<file path="src/rtl/regfile_write_arbiter.sv">
// Register-file write-port arbiter for the core writeback (A) and a long-latency unit (B).
// A per-register scoreboard of pending long-op destinations flags read hazards and holds back WAW writes.
module regfile_write_arbiter #(
  parameter int DW   = 32,
  parameter int AW   = 5,
  parameter int NREG = 32
) (
  input  logic          clk,
  input  logic          rst_n,
  input  logic          a_valid,
  input  logic [AW-1:0] a_addr,
  input  logic [DW-1:0] a_data,
  output logic          a_ready,
  input  logic          b_valid,
  input  logic [AW-1:0] b_addr,
  input  logic [DW-1:0] b_data,
  output logic          b_ready,
  input  logic          iss_valid,
  input  logic [AW-1:0] iss_addr,
  output logic          iss_ready,
  input  logic [AW-1:0] rd_addr1,
  input  logic [AW-1:0] rd_addr2,
  output logic          hazard1,
  output logic          hazard2,
  output logic          rf_we,
  output logic [AW-1:0] rf_waddr,
  output logic [DW-1:0] rf_wdata,
  output logic [AW:0]   busy_cnt
);

  logic [NREG-1:0] r_busy;
  logic            r_rr_last_b;
  logic [AW:0]     r_busy_cnt;

  logic            w_a_elig;
  logic            w_b_elig;
  logic            w_contend;
  logic            w_grant_a;
  logic            w_grant_b;
  logic            w_iss_ready;
  logic            w_set;
  logic            w_clr;
  logic [NREG-1:0] w_busy_nxt;
  logic [AW:0]     w_cnt_nxt;

  // A must not overtake an outstanding long-op write to the same register.
  assign w_a_elig  = rst_n && a_valid && !r_busy[a_addr];
  assign w_b_elig  = rst_n && b_valid;
  assign w_contend = w_a_elig && w_b_elig;

  assign w_grant_a = w_a_elig && (!w_b_elig || r_rr_last_b);
  assign w_grant_b = w_b_elig && (!w_a_elig || !r_rr_last_b);

  // A reservation may reuse a register that B is retiring in the same cycle.
  assign w_iss_ready = rst_n && (!r_busy[iss_addr] || (w_grant_b && (b_addr == iss_addr)));

  assign w_set = iss_valid && w_iss_ready && (iss_addr != '0);
  assign w_clr = w_grant_b && r_busy[b_addr];

  always_comb begin
    w_busy_nxt = r_busy;
    if (w_clr) w_busy_nxt[b_addr] = 1'b0;
    if (w_set) w_busy_nxt[iss_addr] = 1'b1;
    w_busy_nxt[0] = 1'b0;
  end

  assign w_cnt_nxt = r_busy_cnt + {{AW{1'b0}}, w_set} - {{AW{1'b0}}, w_clr};

  always_ff @(posedge clk) begin
    if (!rst_n) begin
      r_busy      <= '0;
      r_rr_last_b <= 1'b1;
      r_busy_cnt  <= '0;
    end else begin
      r_busy     <= w_busy_nxt;
      r_busy_cnt <= w_cnt_nxt;
      if (w_contend) r_rr_last_b <= w_grant_b;
    end
  end

  // Zero-latency write port; register 0 handshakes but is never written.
  always_comb begin
    rf_we    = 1'b0;
    rf_waddr = '0;
    rf_wdata = '0;
    if (w_grant_a && (a_addr != '0)) begin
      rf_we    = 1'b1;
      rf_waddr = a_addr;
      rf_wdata = a_data;
    end else if (w_grant_b && (b_addr != '0)) begin
      rf_we    = 1'b1;
      rf_waddr = b_addr;
      rf_wdata = b_data;
    end
  end

  assign a_ready   = w_grant_a;
  assign b_ready   = w_grant_b;
  assign iss_ready = w_iss_ready;
  assign hazard1   = rst_n && (rd_addr1 != '0) && r_busy[rd_addr1];
  assign hazard2   = rst_n && (rd_addr2 != '0) && r_busy[rd_addr2];
  assign busy_cnt  = r_busy_cnt;

endmodule

</file>
<file path="config.mk">
export PLATFORM = sky130hd
export DESIGN_NAME = regfile_write_arbiter
export DESIGN_NICKNAME = d
export VERILOG_FILES = /design/src/rtl/regfile_write_arbiter.sv
export SDC_FILE = /design/constraint.sdc
export NUM_CORES = 1
export LEC_CHECK = 0
export CAP_MARGIN = 0
export CORE_MARGIN = 4
export CORE_UTILIZATION = 49
export CTS_CLUSTER_DIAMETER = 100
export CTS_CLUSTER_SIZE = 20
export DETAILED_ROUTE_END_ITERATION = 7
export PLACE_DENSITY = 0.85
export SLEW_MARGIN = 10
export SYNTH_ARGS = -nofsm -noshare
export SYNTH_HDL_FRONTEND = slang
export SYNTH_SLANG_ARGS = --single-unit
</file>
<file path="constraint.sdc">
create_clock -name clk -period 7.4 [get_ports clk]
set_clock_uncertainty 0.2 [all_clocks]
set_input_delay 0.74 -clock clk [delete_from_list [all_inputs] [get_ports clk]]
set_output_delay 0.74 -clock clk [all_outputs]
set_load 0.05 [all_outputs]
</file>
# Word level (Yosys, flattened, before mapping)
# Cells that the tools add are included.
# Widths: inputs -> output; s select.
# op_classes
n_addsub,2
magnitude_cmp,7
eq_ne,1
mux,22
bitwise,3
n_reduce_logical,32
# op_table
operator,count
$mux 32,4
$and 32x32->32,1
$not 32->32,1
$or 32x32->32,1
$lt 5x6->1 const B,5
$bmux 1 s5,5
$reduce_bool 5->1,5
$logic_and 1x1->1,19
$demux 1 s5,2
$ge 5x1->1 const B,2
$mux 5,2
$mux 1,9
$add 6x1->6,1
$sub 6x1->6,1
$eq 5x5->1,1
$logic_not 1->1,5
$logic_or 1x1->1,3
# totals
register_bits,39
input_bits,94
word_cells,71

# Longest topological paths before layout
# logic_depth
ltp_word,14
mapped_depth,17
mapped_depth_nobuf,15

# Worst setup path before layout
# Ideal clock, no wire load.
# synth_path
path_kind,input to register
from,input iss_addr[0]
to,register r_busy_cnt[4] (netlist: busy_cnt[4])
setup_time_ns,0.115
arrival_ns,4.392
required_time_ns,7.085
setup_slack_ns,2.693
path_stages,17
path_buffers,2
cell_sequence,clkbuf_1 -> clkbuf_1 -> xnor2_1 -> nand3_1 -> nor3_1 -> nand3_1 -> o21bai_1 -> nand3_1 -> ha_1 -> inv_1 -> ha_1 -> fa_1 -> a21oi_1 -> nor2_1 -> nor2_1 -> xnor2_1 -> and2_1
# synth_via
elab_chain_cells,9
# synth_lines
item,line_no,rtl
start: declaration,19,"input logic [AW-1:0] iss_addr,"
$bmux 1 s5,55,assign w_iss_ready = rst_n && (!r_busy[iss_addr] || (w_grant_b && (b_addr == iss_addr)));
$mux 1 (implied by the code),55,
$logic_not 1->1,55,
$logic_or 1x1->1 *,55,
$logic_and 1x1->1 *,55,
net iss_ready,20,"output logic iss_ready,"
$logic_and 1x1->1 * (2 in series),57,assign w_set = iss_valid && w_iss_ready && (iss_addr != '0);
$add 6x1->6 *,67,"assign w_cnt_nxt = r_busy_cnt + {{AW{1'b0}}, w_set} - {{AW{1'b0}}, w_clr};"
$sub 6x1->6 *,67,
end signal: assignment,76,r_busy_cnt <= w_cnt_nxt;
end: declaration,33,logic [AW:0] r_busy_cnt;
# The timed path passes the listed nets; every way through them passes the cells marked *. The select of a mux whose other input is x is not followed.
# A chain may end at the register's enable or synchronous reset.

# Final worst setup path
# layout_path
from,input a_addr[1]
to,output rf_wdata[0]
# layout_via
elab_chain_cells,10
# layout_lines
item,line_no,rtl
start: declaration,11,"input logic [AW-1:0] a_addr,"
$bmux 1 s5,47,assign w_a_elig = rst_n && a_valid && !r_busy[a_addr];
$mux 1 (implied by the code),47,
$logic_not 1->1,47,
$logic_and 1x1->1,47,
$logic_not 1->1,52,assign w_grant_b = w_b_elig && (!w_a_elig || !r_rr_last_b);
$logic_or 1x1->1,52,
$logic_and 1x1->1,52,
$logic_and 1x1->1,90,end else if (w_grant_b && (b_addr != '0)) begin
$mux 32,90,
$mux 32 *,86,if (w_grant_a && (a_addr != '0)) begin
end: declaration,27,"output logic [DW-1:0] rf_wdata,"
# Every way passes the cells marked *; elsewhere a longest branch is shown, timed or not. The select of a mux whose other input is x is not followed.

==> metrics.md <==
| Metric | Value |
|---|---|
| Status | finished clean |
| Sw frac | between 40% and 50% |
| Syn_area_per_cell | 8.78 µm² |
| CTS tree | built |
| Final WL | 15,200 µm |
| Leak | 0.00195 µW |
| Die Height | 96.8 µm |
| Die width | 96.8 µm |
| Mapped Area | around 3900 µm² |
| Gp weighted congestion | a little over 1 |
| VDD IR max | 0.000103 V |
| Total track usage | 31.4% |
| H-tree lvl count | 2 |
| Final hold vios | 0 |
| CTS Hold Bufs | 0 |
| Fin cells | 656 |
| Fraction of registers with async set/reset | 0% |
| Placed cells | around 650 |
| Max Buffers Root-to-Sink | 2 |
| Area delta synth->final | 38.6% |
| Worst slew margin | 24.1% |
| M1 GR Usage | 42.1% |
| Number of routed nets with antenna violations | 0 |
| Clock tree root driver cell | clkbuf_8 |
| Iteration-0 DRC count of the detailed router | 658 |
| Drt drc | 0 |
| Max Clk Rate | 177 MHz |
| Critical path launch point type | primary input |
| CP Class | in -> out |
| Sequential share of power | roughly 30% |
| CP required | 6.46 ns |
| Largest net degree at the start of global routing | 42 |
| HPWL Detailed | 11,200 µm |
| GRT overflow | 0 |
| Reg2reg setup slack | around 3.2 ns |
| Die area | 9370 µm² |
| Clk sinks | 38 |
| Yosys warnings | 0 |
| Via/cell ratio | 6.73 |
| Core region area | 7690 µm² |
| Site Rows | 32 |
| Met3 usage | 7.07% |
| Synthesized net count | approximately 540 |
| RR Startpoint | r_busy[3] |
| Total CTS buffers | 5 |
| Part of the cycle the worst path needs | roughly 76% |
| IO Pins | 143 |
| Skew-Pair Late Insertion Delay | 0.30 ns |
| Setup repair after global routing missed its margin | false |
| Internal power | ~460 µW |
| Fin Setup TNS | 0 ns |
| Worst reg-to-reg path cell count | 14 |
| Vias in the first global route | 4,196 |
| Post-synth top cells | 46 x nand2_1, 40 x a22o_1, 38 x dfxtp_1, 27 x mux4_2, 23 x o22ai_1 |
| Reg2reg end | busy_cnt[5] |
| Combinational share of power | just over 50% |
| Global-route wire length before repair | 23,700 µm |
| Cell taking the most area after synthesis | dfxtp_1 |
| Power Density | 144 nW/µm² |
| Grt met2 use | 49.0% |
| Post-CTS Setup Bufs | 0 |
| CTS clk-pin slew, worst paths | ~0.08 ns |
| Share of cells above drive strength 1 | 9.93% |
| Ys flop type | dfxtp_1 |
| Fin crit period | 5.66 ns |
| Initial DRT Pass Iterations | 7 |
| Antenna fix cells | 0 |
| Worst-path fanout max | 33 |
| Distinct cell type count after synthesis | 62 |
| Crit path DAT | 4.72 ns |
| CP Capture Point | rf_wdata[0] |
| Clock share of power | 20.0% |
| Sequential-to-total area share from yosys stat | 19.7% |
| Synth Register Bits | 38 |
| Largest cells by area after synthesis | dfxtp_1 20%, mux4_2 16%, a22o_1 9.1% |
| Initial antenna violation count | 0 |
| Setup-failing EPs final | 0 |
| Initial core utilization | 50.3% |
| Final net count | 654 |
| IO buf count | 142 |
| Total number of vias | between 4,000 and 5,000 |
| GRT Max-Usage Layer | met2 |
| Worst setup startpoint | a_addr[1] |
| Path type of the worst min-delay path | reg -> reg |
| Post-synthesis cell count | 440 |
| Top-count cell post-synth | nand2_1 |
| Share of the synthesized area in the top cell type | 19.7% |
| Count of pins over their slew limit | 0 |
| DR WL/cell | 23.1 µm |
| EDFF count, synth | 0 |
| Max Cap Violations | 0 |
| CP Capture Type | primary output |
| Least-Margin Pin Slew | 1.13 ns |
| Net Sw Power | roughly 310 µW |
| Cts repair resizes | 0 |
==> routing by layer <==
metal  wire, µm  up-vias
met1       5690     2048
met2       6970      347
met5          0        -
met4        724        0
met3       1790       77
li1           -     1946
==> worst max-delay path: stages <==
cell             delay [ns]
clkdlybuf4s50_1        0.89
mux2i_1                0.17
mux4_2                 0.50
nand3b_2               0.13
a41oi_4                0.18
or2_1                  0.52
nor2_2                 0.18
buf_4                  0.34
a22o_1                 0.23
clkdlybuf4s50_1        0.81
==> how the worst min path moves through the flow <==
stage | startpoint | end | slack, ns | depth (start not counted)
CTS | r_rr_last_b | r_rr_last_b | 0.34 | 2
finish | r_rr_last_b | r_rr_last_b | 0.33 | 2
detailed placement | r_rr_last_b | r_rr_last_b | 0.32 | 2
floorplan | r_rr_last_b | r_rr_last_b | 0.28 | 2
global placement | r_rr_last_b | r_rr_last_b | 0.30 | 2
global route | r_rr_last_b | r_rr_last_b | 0.37 | 2
==> kinds of logic after synthesis <==
family	Yosys count	synth area share, %
buffers and inverters	53	6.09
AO/OA/AOI/OAI	118	24.1
flip-flops	38	19.7
multiplexers	57	23.8
XOR/XNOR	11	2.49
adder cells (fa/ha/maj)	7	2.46
AND/OR/NAND/NOR	156	21.4
==> area by class of cell <==
type	instances	area [µm²]
multi-input cells	349	2870
fillers	647	2330
repair buffers	145	1440
flip-flops and latches	38	761
well taps	102	128
clock buffers	6	82.6
inverters	14	52.6
clock inverters	2	12.5
==> state kept, by name, indices dropped and copies added (netlist names) <==
name and count:
busy_cnt 6, r_rr_last_b 1, r_busy 31
==> per-stage QoR <==
stage	util (%)	hold WS (ns)	cell area [µm²]	total power (µW)	worst slack (ns)
3_5_place_dp	68.4	0.323	5260	616	1.81
4_1_cts	69.6	0.340	5350	768	1.82
2_1_floorplan	-	0.282	3860	479	2.69
5_1_grt	69.6	0.372	5350	804	1.57
3_3_place_gp	68.4	0.296	5260	604	1.94
6_report	69.6	0.333	5350	770	1.74
==> power groups by stage <==
| stage | Sequential, µW | Combinational [µW] | Clock (µW) |
|---|---|---|---|
| 2_1_floorplan | 259 | 219 | 0 |
| 3_3_place_gp | 229 | 375 | 0 |
| 3_5_place_dp | 230 | 386 | 0 |
| 4_1_cts | 225 | 388 | 155 |
| 5_1_grt | 227 | 412 | 165 |
| 6_report | 225 | 391 | 154 |
==> placed cells by master (no fill, tap or decap), types with 3 or more instances in the layout <==
master / instances
a21oi_1: 7
a22o_1: 40
a31o_1: 3
a31oi_1: 5
a32o_1: 7
and2_1: 10
and3_1: 3
buf_4: 3
clkbuf_8: 6
clkdlybuf4s50_1: 142
dfxtp_1: 38
ha_1: 6
inv_1: 13
mux2_1: 6
mux2_2: 3
mux2i_1: 21
mux4_2: 27
nand2_1: 46
nand2b_1: 8
nand3_1: 16
nand3b_1: 4
nand4_1: 3
nor2_1: 16
nor2b_1: 6
nor3_1: 9
nor4_1: 13
o21ai_0: 6
o21ai_1: 4
o221ai_1: 4
o22ai_1: 23
or2_2: 3
or3_1: 5
xnor2_1: 7
xor2_1: 4
No activity file was read; power rests on OpenSTA's default activity.
